### src/rtl/gpio_pad_defs.sv
// -----------------------------------------------------------------------------
// gpio_pad_defs
//   Shared definitions for the GPIO pad bank: default bank geometry, the
//   post-reset arming delay, the pad drive mode encoding and the per-pin
//   drive helpers used by the output path.
// -----------------------------------------------------------------------------
package gpio_pad_defs;

  // Default number of pad channels in a bank (legal range 1..32).
  localparam int GPIO_WIDTH_DEF      = 8;

  // Default width of the debounce threshold and per-pin counters.
  localparam int GPIO_DEBOUNCE_W_DEF = 16;

  // Cycles after reset release before edge detection is enabled. This
  // covers the two synchroniser flops plus one cycle for stable_q to pick
  // up the settled pad level, so that a pad held through reset is absorbed
  // silently instead of being seen as an edge.
  localparam int GPIO_ARM_DELAY      = 3;
  localparam int GPIO_ARM_CNT_W      = $clog2(GPIO_ARM_DELAY + 1);

  // Pad driver mode, one bit per pin on the register interface.
  typedef enum logic {
    PAD_PUSH_PULL  = 1'b0,
    PAD_OPEN_DRAIN = 1'b1
  } pad_mode_e;

  // Level presented on the pad.  An open-drain pin never drives high; it
  // only ever pulls low, so its data bit is tied to 0 and the level is
  // carried entirely by the enable.
  function automatic logic pad_drive_level(input pad_mode_e mode,
                                           input logic      level);
    return (mode == PAD_OPEN_DRAIN) ? 1'b0 : level;
  endfunction

  // Driver enable presented on the pad.  Open-drain releases the pad
  // (high-Z, pulled up on the board) when a 1 is requested.
  function automatic logic pad_drive_enable(input pad_mode_e mode,
                                            input logic      level,
                                            input logic      enable);
    return (mode == PAD_OPEN_DRAIN) ? (enable & ~level) : enable;
  endfunction

endpackage : gpio_pad_defs

### src/rtl/gpio_pad_debounce.sv
// -----------------------------------------------------------------------------
// gpio_pad_debounce
//   Single-pin input conditioner: two-flop synchroniser, saturating-free
//   debounce counter, debounced level register and one-cycle edge pulses.
//
// Ports
//   clk_i        in   rising-edge clock
//   rst_i        in   asynchronous active-high reset
//   armed_i      in   0 = track the synchronised level directly, no edges
//   pad_i        in   raw asynchronous pad level
//   threshold_i  in   debounce threshold D (DEBOUNCE_W bits)
//   level_o      out  debounced level (stable_q)
//   rise_o       out  one-cycle pulse the cycle after stable_q goes 0->1
//   fall_o       out  one-cycle pulse the cycle after stable_q goes 1->0
// -----------------------------------------------------------------------------
module gpio_pad_debounce #(
  parameter int DEBOUNCE_W = 16
) (
  input  logic                  clk_i,
  input  logic                  rst_i,
  input  logic                  armed_i,
  input  logic                  pad_i,
  input  logic [DEBOUNCE_W-1:0] threshold_i,
  output logic                  level_o,
  output logic                  rise_o,
  output logic                  fall_o
);

  logic                  sync_meta_q;
  logic                  sync_q;
  logic                  stable_q;
  logic                  rise_q;
  logic                  fall_q;
  logic [DEBOUNCE_W-1:0] cnt_q;

  logic differ;
  logic expired;

  assign differ  = sync_q ^ stable_q;
  // A >= compare (not ==) so that lowering the threshold below a count
  // already reached commits the new level on the very next cycle.  The
  // counter only increments while below the threshold, so it cannot wrap.
  assign expired = (cnt_q >= threshold_i);

  // Stage 0 -> 1: synchroniser, then debounce decision on the synchronised level
  always_ff @(posedge clk_i or posedge rst_i) begin
    if (rst_i) begin
      sync_meta_q <= 1'b0;
      sync_q      <= 1'b0;
      stable_q    <= 1'b0;
      cnt_q       <= '0;
      rise_q      <= 1'b0;
      fall_q      <= 1'b0;
    end else begin
      sync_meta_q <= pad_i;
      sync_q      <= sync_meta_q;
      rise_q      <= 1'b0;
      fall_q      <= 1'b0;
      if (!armed_i) begin
        stable_q <= sync_q;
        cnt_q    <= '0;
      end else if (!differ) begin
        // Level returned before the threshold: the glitch is forgotten.
        cnt_q <= '0;
      end else if (expired) begin
        stable_q <= sync_q;
        cnt_q    <= '0;
        rise_q   <= sync_q;
        fall_q   <= ~sync_q;
      end else begin
        cnt_q <= cnt_q + DEBOUNCE_W'(1);
      end
    end
  end

  assign level_o = stable_q;
  assign rise_o  = rise_q;
  assign fall_o  = fall_q;

endmodule : gpio_pad_debounce

### src/rtl/gpio_pad_bank.sv
// -----------------------------------------------------------------------------
// gpio_pad_bank
//   Bank of WIDTH general-purpose pads.  Each pin has a registered output
//   path (push-pull or open-drain), a synchronised and debounced input path,
//   and sticky rise/fall interrupt status with write-1-to-clear.
//
// Ports
//   clk_i                 in   rising-edge clock
//   rst_i                 in   asynchronous active-high reset
//   pad_in_i              in   raw pad levels                    [WIDTH]
//   pad_out_o             out  registered pad drive level        [WIDTH]
//   pad_oe_o              out  registered pad drive enable       [WIDTH]
//   gpio_output_i         in   requested output level            [WIDTH]
//   gpio_output_enable_i  in   requested drive enable            [WIDTH]
//   gpio_open_drain_i     in   1 = open-drain, 0 = push-pull     [WIDTH]
//   debounce_cycles_i     in   debounce threshold D              [DEBOUNCE_W]
//   gpio_input_o          out  debounced input level             [WIDTH]
//   irq_rise_en_i         in   rising-edge interrupt enable      [WIDTH]
//   irq_fall_en_i         in   falling-edge interrupt enable     [WIDTH]
//   irq_clear_i           in   write-1-to-clear status pulse     [WIDTH]
//   irq_status_o          out  sticky edge status                [WIDTH]
//   irq_o                 out  OR of all status bits
// -----------------------------------------------------------------------------
module gpio_pad_bank
  import gpio_pad_defs::*;
#(
  parameter int WIDTH      = GPIO_WIDTH_DEF,
  parameter int DEBOUNCE_W = GPIO_DEBOUNCE_W_DEF
) (
  input  logic                  clk_i,
  input  logic                  rst_i,
  input  logic [WIDTH-1:0]      pad_in_i,
  output logic [WIDTH-1:0]      pad_out_o,
  output logic [WIDTH-1:0]      pad_oe_o,
  input  logic [WIDTH-1:0]      gpio_output_i,
  input  logic [WIDTH-1:0]      gpio_output_enable_i,
  input  logic [WIDTH-1:0]      gpio_open_drain_i,
  input  logic [DEBOUNCE_W-1:0] debounce_cycles_i,
  output logic [WIDTH-1:0]      gpio_input_o,
  input  logic [WIDTH-1:0]      irq_rise_en_i,
  input  logic [WIDTH-1:0]      irq_fall_en_i,
  input  logic [WIDTH-1:0]      irq_clear_i,
  output logic [WIDTH-1:0]      irq_status_o,
  output logic                  irq_o
);

  // ---------------------------------------------------------------------------
  // Output path
  // ---------------------------------------------------------------------------
  logic [WIDTH-1:0] pad_out_d;
  logic [WIDTH-1:0] pad_oe_d;
  logic [WIDTH-1:0] pad_out_q;
  logic [WIDTH-1:0] pad_oe_q;

  always_comb begin
    pad_out_d = '0;
    pad_oe_d  = '0;
    for (int i = 0; i < WIDTH; i++) begin
      pad_out_d[i] = pad_drive_level(pad_mode_e'(gpio_open_drain_i[i]),
                                     gpio_output_i[i]);
      pad_oe_d[i]  = pad_drive_enable(pad_mode_e'(gpio_open_drain_i[i]),
                                      gpio_output_i[i],
                                      gpio_output_enable_i[i]);
    end
  end

  // Stage 0 -> 1: pad driver registers (reset leaves every pin high-Z)
  always_ff @(posedge clk_i or posedge rst_i) begin
    if (rst_i) begin
      pad_out_q <= '0;
      pad_oe_q  <= '0;
    end else begin
      pad_out_q <= pad_out_d;
      pad_oe_q  <= pad_oe_d;
    end
  end

  assign pad_out_o = pad_out_q;
  assign pad_oe_o  = pad_oe_q;

  // ---------------------------------------------------------------------------
  // Arming: hold off debouncing and edge detection until the synchronisers
  // have flushed the reset value, so the first real pad level is adopted
  // without generating an event.
  // ---------------------------------------------------------------------------
  logic [GPIO_ARM_CNT_W-1:0] arm_cnt_q;
  logic                      armed_q;

  always_ff @(posedge clk_i or posedge rst_i) begin
    if (rst_i) begin
      arm_cnt_q <= '0;
      armed_q   <= 1'b0;
    end else if (!armed_q) begin
      arm_cnt_q <= arm_cnt_q + GPIO_ARM_CNT_W'(1);
      if (arm_cnt_q == GPIO_ARM_CNT_W'(GPIO_ARM_DELAY - 1)) begin
        armed_q <= 1'b1;
      end
    end
  end

  // ---------------------------------------------------------------------------
  // Input path: one conditioner per pin
  // ---------------------------------------------------------------------------
  logic [WIDTH-1:0] stable;
  logic [WIDTH-1:0] rise;
  logic [WIDTH-1:0] fall;

  for (genvar g = 0; g < WIDTH; g++) begin : g_pin
    gpio_pad_debounce #(
      .DEBOUNCE_W (DEBOUNCE_W)
    ) u_debounce (
      .clk_i       (clk_i),
      .rst_i       (rst_i),
      .armed_i     (armed_q),
      .pad_i       (pad_in_i[g]),
      .threshold_i (debounce_cycles_i),
      .level_o     (stable[g]),
      .rise_o      (rise[g]),
      .fall_o      (fall[g])
    );
  end

  assign gpio_input_o = stable;

  // ---------------------------------------------------------------------------
  // Interrupt status
  // ---------------------------------------------------------------------------
  logic [WIDTH-1:0] irq_set;
  logic [WIDTH-1:0] irq_status_q;

  // Enables only gate new events; a bit already latched stays until cleared.
  assign irq_set = (rise & irq_rise_en_i) | (fall & irq_fall_en_i);

  // Stage 1 -> 2: sticky status, a coincident set beats the clear
  always_ff @(posedge clk_i or posedge rst_i) begin
    if (rst_i) begin
      irq_status_q <= '0;
    end else begin
      irq_status_q <= irq_set | (irq_status_q & ~irq_clear_i);
    end
  end

  assign irq_status_o = irq_status_q;
  assign irq_o        = |irq_status_q;

endmodule : gpio_pad_bank

### config.mk
export PLATFORM = sky130hd
export DESIGN_NAME = gpio_pad_bank
export DESIGN_NICKNAME = d
export VERILOG_FILES = /design/src/rtl/gpio_pad_defs.sv /design/src/rtl/gpio_pad_debounce.sv /design/src/rtl/gpio_pad_bank.sv
export SDC_FILE = /design/constraint.sdc
export NUM_CORES = 1
export LEC_CHECK = 0
export ABC_CLOCK_PERIOD_IN_PS = 1900
export BUFFER_PORTS_ARGS = -buffer_cell sky130_fd_sc_hd__buf_4
export CORE_ASPECT_RATIO = 1.75
export CORE_UTILIZATION = 50
export DETAILED_ROUTE_END_ITERATION = 6
export PLACE_DENSITY_LB_ADDON = 0.15
export SYNTH_ARGS = -nofsm -noshare
export SYNTH_HDL_FRONTEND = slang
export SYNTH_HIERARCHICAL = 1
export SYNTH_SLANG_ARGS = --single-unit
### constraint.sdc
create_clock -name clk_i -period 1.9 [get_ports clk_i]
set_input_delay 0.095 -clock clk_i [delete_from_list [all_inputs] [get_ports clk_i]]
set_output_delay 0.095 -clock clk_i [all_outputs]
set_load 0.03 [all_outputs]
==> results.md <==
* HPWL Detailed at 21.8 mm
* Number of flops mapped to enable cells by yosys at 0
* WL per Instance at 17.0 um
* Synthesized Nets at 1407
* Vias at 9910
* Fin Clk Skew at 6.82 ps
* Multi-input logic area at 7290 um2
* Asr flop ratio synth at 100%
* Area occupied by registers at 4880 um2
* Sum Neg Setup Slack at -9980 ps
* Total Power at 10.2 mW
* Final hold vios at 0
* CTS clk-pin slew, worst paths at 70 ps
* P per Cell Area at 611 nW/um2
* Clock period minus worst slack at 2060 ps
* Clock Sinks at 195
* Overall global routing resource usage at 26.5%
* First-pass GRT wire length at 51.0 mm
* H-tree levels at 4
* DRT Wirelength at 31.7 mm
* Tcrit/Tclk final at 109%
* Filler Cells Inserted at 1814
* Die height at 210 um
* Clk buf depth at 2
* Synth Instances at 1196
* Max-slew violations at 0
* Critical path class: flip-flop to flip-flop
* Crit path max fanout at 3
* Initial Utilization at 51.1%
* # rows at 75
* Largest net degree at the start of global routing at 37
* Initial DRC Count at 374
* Total Nets Final at 1751
* Pre-CTS setup slack at -129 ps
* Synthesized area at 12300 um2
* Failing checks: negative setup slack
* Initial antenna violation count at 0
* Layout Area Growth over Synthesis at 36.2%
* Post-layout instance count excluding filler cells at 1859
* Post-DRT Antenna Nets at 0
* Predominant post-synthesis flop cell: dfrtp_1
* CP Capture Type: flip-flop
* Crit start category: flip-flop
* Core ar. at 24100 um2
* Worst-skew pair later-pin latency at 450 ps
* Die width at 121 um
* Seq cells post-synth at 195
* Share of cells above drive strength 1 at 31.6%
* Die area at 25300 um2
* Worst Max-Slew Pin Slew at 505 ps
* CTS tree: yes
* Outcome: complete, but fails checks
* CP Capture Point: g_pin[5].u_debounce/level_o$_DFFE_PP0P_
* FF-to-FF setup slack at -160 ps
* Reg2Reg Capture Point: g_pin[5].u_debounce/level_o$_DFFE_PP0P_
* Worst Setup SP: g_pin[5].u_debounce/cnt_q[0]$_DFF_PP0_
* Leak Pwr at 8.05 nW
* I/O pin total at 107
* R2R Path Start: g_pin[5].u_debounce/cnt_q[0]$_DFF_PP0_
* Maximum VDD drop at 0.598 mV
* Max-Slew Margin vs Limit at 66.3%
* RSZ-0062 raised after global routing: yes
* CP Data Required Time at 2240 ps
* Final worst slack at -164 ps
* Max Freq at 484 MHz
* Post-Place Cells at 1753
* Cells on worst reg2reg path at 7
* Yosys warnings at 6
* Arr. time, crit path at 2410 ps
* DRC at 0
* Post-synth cell types at 33
* DR vias/cell at 5.33
* Synth Area per Inst at 10.3 um2
* Gp weighted congestion at 0.842
* Maxcap violations at 0
* Sequential fraction of the synthesis area at 39.6%
* Total CTS buffers at 17
* Diode count at 0
* Final setup fails at 141
* Number of global-route vias before repair at 10521
* DRT Pass-1 Iters at 5
* Buffers on Ports at 106
* Worst min path class: input port to asynchronous set/reset pin
* Total gr overflow at 0
* CTS Root Cell: clkbuf_16
Yosys cell counts, drive strengths merged, types with 9 or more instances:
| cell | count | area (um2) |
|---|---|---|
| dfrtp | 195 | 4880 |
| inv | 169 | 634 |
| nor2 | 168 | 1150 |
| ha | 137 | 1710 |
| nand3 | 88 | 440 |
| xor2 | 80 | 701 |
| nand4 | 72 | 571 |
| nand2 | 42 | 158 |
| xnor2 | 41 | 359 |
| a21oi | 32 | 160 |
| o21ai | 24 | 120 |
| a31oi | 16 | 340 |
| and4b | 16 | 160 |
| nor4 | 10 | 62.6 |
| nor2b | 9 | 63.8 |
layer usage:
| metal | wire length (um) | share of wire (%) | global-route usage [%] |
|---|---|---|---|
| met1 | 11900 | 38 | 28.8 |
| met2 | 17300 | 55 | 50.0 |
| met3 | 1310 | 4.1 | 4.08 |
| met4 | 1180 | 3.7 | 11.0 |
| met5 | 0 | 0 | 0 |
flip-flops by register name (all words and copies together), names as in the netlist:
signal / flops
arm_cnt_q: 2
armed_q: 1
g_pin.u_debounce/cnt_q: 128
g_pin.u_debounce/fall_o: 8
g_pin.u_debounce/level_o: 8
g_pin.u_debounce/rise_o: 8
g_pin.u_debounce/sync_meta_q: 8
g_pin.u_debounce/sync_q: 8
irq_status_o: 8
pad_oe_o: 8
pad_out_o: 8
cell usage in the layout, fill, tap and decap left out, drive strengths merged, types with 8 or more instances in the layout:
| master | count |
|---|---|
| a2111o | 8 |
| a211oi | 8 |
| a21boi | 8 |
| a21oi | 32 |
| a31oi | 16 |
| and2 | 8 |
| and3 | 8 |
| and4 | 8 |
| and4b | 16 |
| buf | 271 |
| clkbuf | 26 |
| dfrtp | 195 |
| dlygate4sd3 | 57 |
| ha | 137 |
| inv | 169 |
| mux2 | 8 |
| nand2 | 42 |
| nand2b | 8 |
| nand3 | 88 |
| nand4 | 72 |
| nor2 | 168 |
| nor2b | 9 |
| nor3 | 8 |
| nor4 | 10 |
| o21ai | 24 |
| o22ai | 8 |
| xnor2 | 41 |
| xor2 | 80 |
through the flow:
stage	area [um2]	util, %	hold slack [ps]
floorplan	12400	-	71.5
finish	16800	69.5	132
global route	16800	69.5	137
CTS	16100	66.9	106
global placement	14700	60.9	40.4
detailed placement	14700	60.9	44.5
worst max-delay path: stages, from the launching register on:
cell and delay (ps):
dfrtp_1 390, inv_2 70, ha_4 180, nand2b_4 130, a2111o_1 400, a31oi_4 290, nand4_1 160, mux2_4 330
cell families after synthesis:
| family | Yosys count | synth area share [%] |
|---|---|---|
| simple gates | 446 | 23.3 |
| flops | 195 | 39.6 |
| buf+inv | 177 | 6.13 |
| fa+ha+maj | 137 | 13.9 |
| xor+xnor | 121 | 8.61 |
| compound gates | 112 | 7.66 |
| mux | 8 | 0.732 |
power by group:
group          switching, mW  internal [mW]  total (mW)
Sequential            0.0792           4.28        4.36
Clock                   1.58           2.19        3.77
Combinational           1.15          0.972        2.12
Total                   2.81           7.44        10.2
area by class of cell:
type | count | area share (%)
multi-input combinational | 824 | 43.5
clock buffer | 21 | 2.87
timing repair buffer | 333 | 17.7
tap | 308 | 2.30
clock inverter | 9 | 0.769
sequential | 195 | 29.1
inverter | 169 | 3.78
repair_timing:
action                                  CTS  global route
hold buffers                             57             0
endpoints found under the setup margin   57           152
cloned                                    3             4
hold endpoints to repair                193             0
gates resized for setup                  34           118
setup buffers                             6             6
pin swaps                                12            67
worst min-delay path by stage:
stage / depth (start not counted) / endpoint / slack [ps] / start
after CTS: 3 / g_pin[7].u_debounce/sync_meta_q$_DFF_PP0_ / 110 / rst_i
after floorplan: 1 / g_pin[0].u_debounce/cnt_q[0]$_DFF_PP0_ / 70 / rst_i
after global placement: 2 / g_pin[7].u_debounce/sync_meta_q$_DFF_PP0_ / 40 / rst_i
after detailed placement: 2 / g_pin[7].u_debounce/sync_meta_q$_DFF_PP0_ / 40 / rst_i
final: 3 / g_pin[7].u_debounce/sync_meta_q$_DFF_PP0_ / 130 / rst_i
after global routing: 3 / g_pin[7].u_debounce/sync_meta_q$_DFF_PP0_ / 140 / rst_i
Note: power is estimated with default switching activity, not from simulation.
